## config.mk

```make
export PLATFORM = sky130hd
export DESIGN_NAME = alu_ctrl_mc
export DESIGN_NICKNAME = d
export VERILOG_FILES = /design/src/rtl/alu_ctrl_mc.sv
export SDC_FILE = /design/constraint.sdc
export NUM_CORES = 1
export LEC_CHECK = 0
export BUFFER_PORTS_ARGS = -buffer_cell sky130_fd_sc_hd__buf_2
export CORE_MARGIN = 2
export CORE_UTILIZATION = 45
export DETAILED_ROUTE_END_ITERATION = 6
export PLACE_DENSITY = 0.66
export SYNTH_ARGS = -nofsm -noshare
export SYNTH_HDL_FRONTEND = slang
export SYNTH_SLANG_ARGS = --single-unit
```

## constraint.sdc

```tcl
create_clock -name clk_i -period 6.38 [get_ports clk_i]
set_input_delay 0.957 -clock clk_i [delete_from_list [all_inputs] [get_ports clk_i]]
set_output_delay 0.957 -clock clk_i [all_outputs]
set_load 0.03 [all_outputs]
```

## src/rtl/alu_ctrl_mc.sv

```systemverilog
// ALU control decoder with a multi-cycle shift-add multiplier (MUL_STEP bits per cycle).
// Optional macro ALU_CTRL_MC_FLUSH_EN adds a flush_i input that aborts an in-flight multiply.
module alu_ctrl_mc #(
    parameter int DATA_W   = 32,
    parameter int MUL_STEP = 1
) (
    input  logic              clk_i,
    input  logic              rst_i,
    input  logic              valid_i,
    input  logic [1:0]        ALU_op_i,
    input  logic [5:0]        funct_i,
    input  logic [DATA_W-1:0] rs_data_i,
    input  logic [DATA_W-1:0] rt_data_i,
`ifdef ALU_CTRL_MC_FLUSH_EN
    input  logic              flush_i,
`endif
    output logic [2:0]        ALU_Ctrl_o,
    output logic              stall_o,
    output logic [DATA_W-1:0] result_o,
    output logic              result_valid_o
);

    localparam int N     = DATA_W / MUL_STEP;
    localparam int CNT_W = $clog2(N + 1);
    localparam logic [5:0] FUNCT_MUL = 6'b011000;

    typedef enum logic [1:0] {IDLE, BUSY, DONE} state_t;

    state_t            state_q, state_d;
    logic [DATA_W-1:0] mcand_q, mplier_q, acc_q, result_q;
    logic [CNT_W-1:0]  cnt_q;
    logic              mul_req, flush, start, last_step;
    logic [DATA_W-1:0] acc_step;

    // Sum of the multiplicand shifted by each set bit of the current multiplier slice.
    function automatic logic [DATA_W-1:0] partial(input logic [DATA_W-1:0] m,
                                                  input logic [MUL_STEP-1:0] b);
        logic [DATA_W-1:0] s;
        s = '0;
        for (int i = 0; i < MUL_STEP; i++) begin
            if (b[i]) s = s + (m << i);
        end
        return s;
    endfunction

`ifdef ALU_CTRL_MC_FLUSH_EN
    assign flush = flush_i;
`else
    assign flush = 1'b0;
`endif

    assign mul_req   = valid_i && (ALU_op_i == 2'b10) && (funct_i == FUNCT_MUL);
    assign last_step = (cnt_q == CNT_W'(1));
    assign acc_step  = acc_q + partial(mcand_q, mplier_q[MUL_STEP-1:0]);
    assign result_o  = result_q;

    always_comb begin
        ALU_Ctrl_o = 3'b000;
        case (ALU_op_i)
            2'b00:   ALU_Ctrl_o = 3'b000;
            2'b01:   ALU_Ctrl_o = 3'b010;
            2'b10:   ALU_Ctrl_o = (funct_i == FUNCT_MUL) ? 3'b111 : funct_i[2:0];
            default: ALU_Ctrl_o = 3'b001;
        endcase
    end

    always_ff @(posedge clk_i or posedge rst_i) begin
        if (rst_i) state_q <= IDLE;
        else       state_q <= state_d;
    end

    // Stall in IDLE is combinational so the request cycle itself is held; reset overrides it.
    always_comb begin
        state_d        = state_q;
        stall_o        = 1'b0;
        result_valid_o = 1'b0;
        start          = 1'b0;
        case (state_q)
            IDLE: begin
                if (mul_req && !flush && !rst_i) begin
                    stall_o = 1'b1;
                    start   = 1'b1;
                    state_d = BUSY;
                end
            end
            BUSY: begin
                stall_o = !flush;
                if (flush)          state_d = IDLE;
                else if (last_step) state_d = DONE;
            end
            DONE: begin
                result_valid_o = 1'b1;
                state_d        = IDLE;
            end
            default: state_d = IDLE;
        endcase
    end

    always_ff @(posedge clk_i or posedge rst_i) begin
        if (rst_i) begin
            mcand_q  <= '0;
            mplier_q <= '0;
            acc_q    <= '0;
            cnt_q    <= '0;
            result_q <= '0;
        end else if (start) begin
            mcand_q  <= rs_data_i;
            mplier_q <= rt_data_i;
            acc_q    <= '0;
            cnt_q    <= CNT_W'(N);
        end else if (state_q == BUSY && !flush) begin
            acc_q    <= acc_step;
            mcand_q  <= mcand_q << MUL_STEP;
            mplier_q <= mplier_q >> MUL_STEP;
            cnt_q    <= cnt_q - CNT_W'(1);
            // result_o only changes when a product completes; aborted ops leave it alone.
            if (last_step) result_q <= acc_step;
        end
    end

endmodule
```

==> reports/qor_table.md <==
| Parameter | This run | Unit |
|:---|:---|:---|
| Overall power after layout | 2.148 | mW |
| Latest clock arrival within the worst-skew pair | 430 | ps |
| Static Leak | 4.175 | nW |
| Diode insertion count for antenna repair | 0 | - |
| Total Negative Setup Slacks | 0 | ps |
| Die width | 135.3 | um |
| Max-slew headroom | 19.01 | % |
| Worst path required time | 5420 | ps |
| Sequential fraction of the synthesis area | 43.85 | % |
| Worst VDD drop | 0.1907 | mV |
| Logic depth of the worst setup path including buffers | 8 | - |
| Gate family responsible for the most delay along the worst path | buffers and inverters | - |
| Fin crit period | 3423 | ps |
| Worst reg2reg startpoint | mplier_q[0]$_DFFE_PP0P_ | - |
| Leading cell types by total area after synthesis | sky130_fd_sc_hd__dfrtp_1, sky130_fd_sc_hd__nand2_1, sky130_fd_sc_hd__ha_1 | - |
| Buffering stage count on the worst path with inverters included | 4 | - |
| Final worst-path cycle share | 53.66 | % |
| GRT Total Usage | 22.28 | % |
| Worst Setup End Kind | primary output | - |
| Cell count after synthesis | 831 | - |
| Post-synth ARST share | 100.0 | % |
| GRT overflow | 0 | - |
| Buffer count from post-CTS setup fixing | 0 | - |
| RSZ-0062 raised after global routing | no | - |
| Post-cts gate resize count | 0 | - |
| Number of vias per cell after detailed routing | 5.606 | - |
| Critical path's largest stage delay | 330 | ps |
| Final WL | 19270 | um |
| Setup slack on the worst flop-to-flop path | 3010 | ps |
| Antenna violations before repair | 0 | - |
| Clock tree from TritonCTS | built | - |
| Transition time at the pin with the least slew margin | 1215 | ps |
| P&R area growth vs syn | 16.22 | % |
| Max-slew violation count | 0 | - |
| Count of routing violations after the opening detailed-route iteration | 431 | - |
| Launch point of the critical path | funct_i[5] | - |
| Arrival time worst endpoint | 2470 | ps |
| Die Y-Extent | 135.3 | um |
| Pre-Repair DR Iteration Count | 5 | - |
| Summed instance area of the synthesized netlist | 7761 | um2 |
| Capturing instance or port of the critical path | stall_o | - |
| Worst path cell trace | buf_2 -> nand4bb_1 -> nor3_2 -> nand4_1 -> buf_4 -> a21o_2 -> inv_1 -> buf_2 | - |
| Number of H-tree levels | 4 | - |
| Clock transition at the registers of the reported paths | 60 | ps |
| Max-cap violations | 0 | - |
| HPWL after detailed placement | 13080 | um |
| Clock tree sinks | 136 | - |
| Total number of placement rows | 48 | - |
| Number of enable flip-flop cells after synthesis | 0 | - |
| Type of origin of the critical path | input port | - |
| Ratio of cells with drive above 1 in the final layout | 21.38 | % |
| Number of routed nets with antenna violations | 0 | - |
| Worst reg2reg path endpoint | result_o[28]$_DFFE_PP0P_ | - |
| Syn_nets | 940 | - |
| Main flop type after synthesis | sky130_fd_sc_hd__dfrtp_1 | - |
| Clock tree skew after final layout | 10.03 | ps |
| Initial Utilization | 45.50 | % |
| Via count of the first global-routing pass | 6227 | - |
| Combined area of the multi-input logic cells | 4088 | um2 |
| Cell type with the largest total area after synthesis | sky130_fd_sc_hd__dfrtp_1 | - |
| Layout fillers | 1605 | - |
| Total power divided by cell area | 238.1 | nW/um2 |
| R2r worst-path depth | 11 | - |
| Synthesized area per cell | 9.340 | um2 |
| Number of hold violations in the final report | 0 | - |
| Critical path type | in -> out | - |
| Number of hold buffers added after CTS | 0 | - |
| Fraction of post-synthesis cell area in the top cell type by area | 43.85 | % |
| CTS Buffer Depth | 2 | - |
| DR DRC count | 0 | - |
| Synthesis-stage register bit count | 136 | - |
| Maximum number of pins on one net before global-route repair | 82 | - |
| Wire length of the first global-routing pass | 32200 | um |
| Root Buffer Master | sky130_fd_sc_hd__clkbuf_16 | - |
| Final routed wire length divided by cell count | 16.74 | um |
| Number of failing setup endpoints in the final timing report | 0 | - |
| Flip-flop and latch area | 3406 | um2 |
| Placer congestion estimate | 0.9566 | - |
| Most frequent cell on the critical path | sky130_fd_sc_hd__buf_2 | - |
| Status | complete, no violations | - |
| Number of input and output port buffers inserted | 111 | - |
| I/O pins | 112 | - |
| Overall via count from detail_route | 6453 | - |
| Path class of the lowest-slack min-delay path | reg -> reg | - |
| Cell with the largest stage delay on the worst path | sky130_fd_sc_hd__buf_4 | - |
| Clock buffer count from CTS | 17 | - |
| Yosys warns | 0 | - |
| Unique masters post-synth | 60 | - |
| Layout Nets | 1022 | - |
| Critical-path maximum fanout | 53 | - |
| Max Fclk | 0.2921 | GHz |
| Core Region | 17060 | um2 |
| Die footprint | 18310 | um2 |
## final cells by class
type	count	share of cell area, %
multi-input combinational	628	45.32
clock buffer	21	5.105
timing repair buffer	119	6.825
clock inverter	11	1.359
tap	225	3.121
sequential	136	37.76
inverter	11	0.5132
## cells by family (layout without fill, tap and decap cells)
group	Yosys count	after routing	share of synthesized area, %
buffers and inverters	67	162	3.595
xor gates and xnor gates	31	31	3.498
AOI/OAI and AO/OA	293	293	24.67
muxes	20	20	2.950
and+or+nand+nor	250	250	15.86
adders and majority gates	34	34	5.578
DFF	136	136	43.85
## cells in the mapped netlist, types with 2 or more instances
cell / count
sky130_fd_sc_hd__o211ai_1: 2
sky130_fd_sc_hd__a21oi_1: 62
sky130_fd_sc_hd__nand2b_1: 6
sky130_fd_sc_hd__xor2_1: 13
sky130_fd_sc_hd__nand3_1: 7
sky130_fd_sc_hd__a211oi_2: 2
sky130_fd_sc_hd__a31oi_1: 16
sky130_fd_sc_hd__buf_2: 10
sky130_fd_sc_hd__inv_1: 11
sky130_fd_sc_hd__dfrtp_1: 136
sky130_fd_sc_hd__nand2_1: 112
sky130_fd_sc_hd__a211o_1: 3
sky130_fd_sc_hd__nor3_1: 5
sky130_fd_sc_hd__ha_1: 33
sky130_fd_sc_hd__nand4_1: 5
sky130_fd_sc_hd__o21bai_1: 5
sky130_fd_sc_hd__buf_4: 2
sky130_fd_sc_hd__o21a_1: 4
sky130_fd_sc_hd__and3_1: 4
sky130_fd_sc_hd__a211oi_1: 5
sky130_fd_sc_hd__o21ai_0: 71
sky130_fd_sc_hd__and2_1: 32
sky130_fd_sc_hd__a22oi_1: 44
sky130_fd_sc_hd__nor2_1: 38
sky130_fd_sc_hd__xnor2_1: 18
sky130_fd_sc_hd__clkbuf_1: 42
sky130_fd_sc_hd__nor3b_1: 29
sky130_fd_sc_hd__o21ai_1: 22
sky130_fd_sc_hd__mux2_2: 19
sky130_fd_sc_hd__a21o_1: 10
sky130_fd_sc_hd__a21oi_2: 2
sky130_fd_sc_hd__o21ai_2: 5
sky130_fd_sc_hd__nand2_2: 3
sky130_fd_sc_hd__a22o_1: 25
sky130_fd_sc_hd__nor2b_1: 3
## worst min-delay path: stages, from the launching register on
cell and delay (ps):
sky130_fd_sc_hd__dfrtp_1 340, sky130_fd_sc_hd__nand2_1 40, sky130_fd_sc_hd__o21ai_0 50
## metrics by stage
stage	hold slack, ps	area, um2	instances	utilization, %	worst slack, ps
CTS	479.9	9020	1151	52.88	2955
global route	503.6	9020	1151	52.88	2817
floorplan	450.2	7761	831	-	55.10
global placement	458.3	8437	1119	49.46	3010
finish	470.5	9020	1151	52.88	2957
detailed placement	467.1	8437	1119	49.46	2958
## layout by cell type (no fill, tap or decap), types with 3 or more instances in the layout
cell type | Yosys | final
sky130_fd_sc_hd__a21oi_1 | 62 | 62
sky130_fd_sc_hd__and3_1 | 4 | 4
sky130_fd_sc_hd__inv_1 | 11 | 10
sky130_fd_sc_hd__dfrtp_1 | 136 | 134
sky130_fd_sc_hd__and2_1 | 32 | 32
sky130_fd_sc_hd__buf_4 | 2 | 8
sky130_fd_sc_hd__nor2_1 | 38 | 37
sky130_fd_sc_hd__a22oi_1 | 44 | 44
sky130_fd_sc_hd__nand4_1 | 5 | 5
sky130_fd_sc_hd__clkinvlp_4 | 0 | 4
sky130_fd_sc_hd__a22o_1 | 25 | 25
sky130_fd_sc_hd__buf_2 | 10 | 111
sky130_fd_sc_hd__nor3_1 | 5 | 5
sky130_fd_sc_hd__o21ai_2 | 5 | 5
sky130_fd_sc_hd__xnor2_1 | 18 | 18
sky130_fd_sc_hd__a31oi_1 | 16 | 16
sky130_fd_sc_hd__o21ai_0 | 71 | 71
sky130_fd_sc_hd__nor3b_1 | 29 | 29
sky130_fd_sc_hd__mux2_2 | 19 | 19
sky130_fd_sc_hd__clkbuf_16 | 0 | 17
sky130_fd_sc_hd__nand3_1 | 7 | 7
sky130_fd_sc_hd__a21o_1 | 10 | 9
sky130_fd_sc_hd__nand2_2 | 3 | 3
sky130_fd_sc_hd__nand2b_1 | 6 | 6
sky130_fd_sc_hd__a211oi_1 | 5 | 5
sky130_fd_sc_hd__o21bai_1 | 5 | 5
sky130_fd_sc_hd__o21a_1 | 4 | 4
sky130_fd_sc_hd__xor2_1 | 13 | 13
sky130_fd_sc_hd__o21ai_1 | 22 | 22
sky130_fd_sc_hd__ha_1 | 33 | 33
sky130_fd_sc_hd__a211o_1 | 3 | 3
sky130_fd_sc_hd__nand2_1 | 112 | 112
sky130_fd_sc_hd__nor2b_1 | 3 | 3
sky130_fd_sc_hd__clkinv_2 | 0 | 3
## sequential cells by signal, indices dropped and copies added, names as in the netlist
| register | cells |
|---|---|
| mplier_q | 32 |
| state_q | 2 |
| mcand_q | 32 |
| cnt_q | 6 |
| acc_q | 32 |
| result_o | 32 |
## how the worst min path moves through the flow
stage,from,end,cells past startpoint
3_3_place_gp,result_o[12]$_DFFE_PP0P_,result_o[12]$_DFFE_PP0P_,2
5_1_grt,result_o[8]$_DFFE_PP0P_,result_o[8]$_DFFE_PP0P_,2
3_5_place_dp,result_o[17]$_DFFE_PP0P_,result_o[17]$_DFFE_PP0P_,2
4_1_cts,result_o[17]$_DFFE_PP0P_,result_o[17]$_DFFE_PP0P_,2
6_report,result_o[17]$_DFFE_PP0P_,result_o[17]$_DFFE_PP0P_,2
2_1_floorplan,mplier_q[1]$_DFFE_PP0P_,mplier_q[1]$_DFFE_PP0P_,2
## routing by layer
layer | global-route usage, % | vias to the layer above | wire length [um]
met4 | 6.829 | 0 | 303
met1 | 32.89 | 3075 | 9389
met3 | 4.040 | 23 | 993
met2 | 33.33 | 184 | 8587
met5 | 0 | - | 0
li1 | - | 3171 | -
## power by group
group / internal [mW] / switching, mW
Clock: 0.595 / 0.381
Combinational: 0.100 / 0.148
Sequential: 0.899 / 0.0238
No activity file was read; power rests on OpenSTA's default activity.
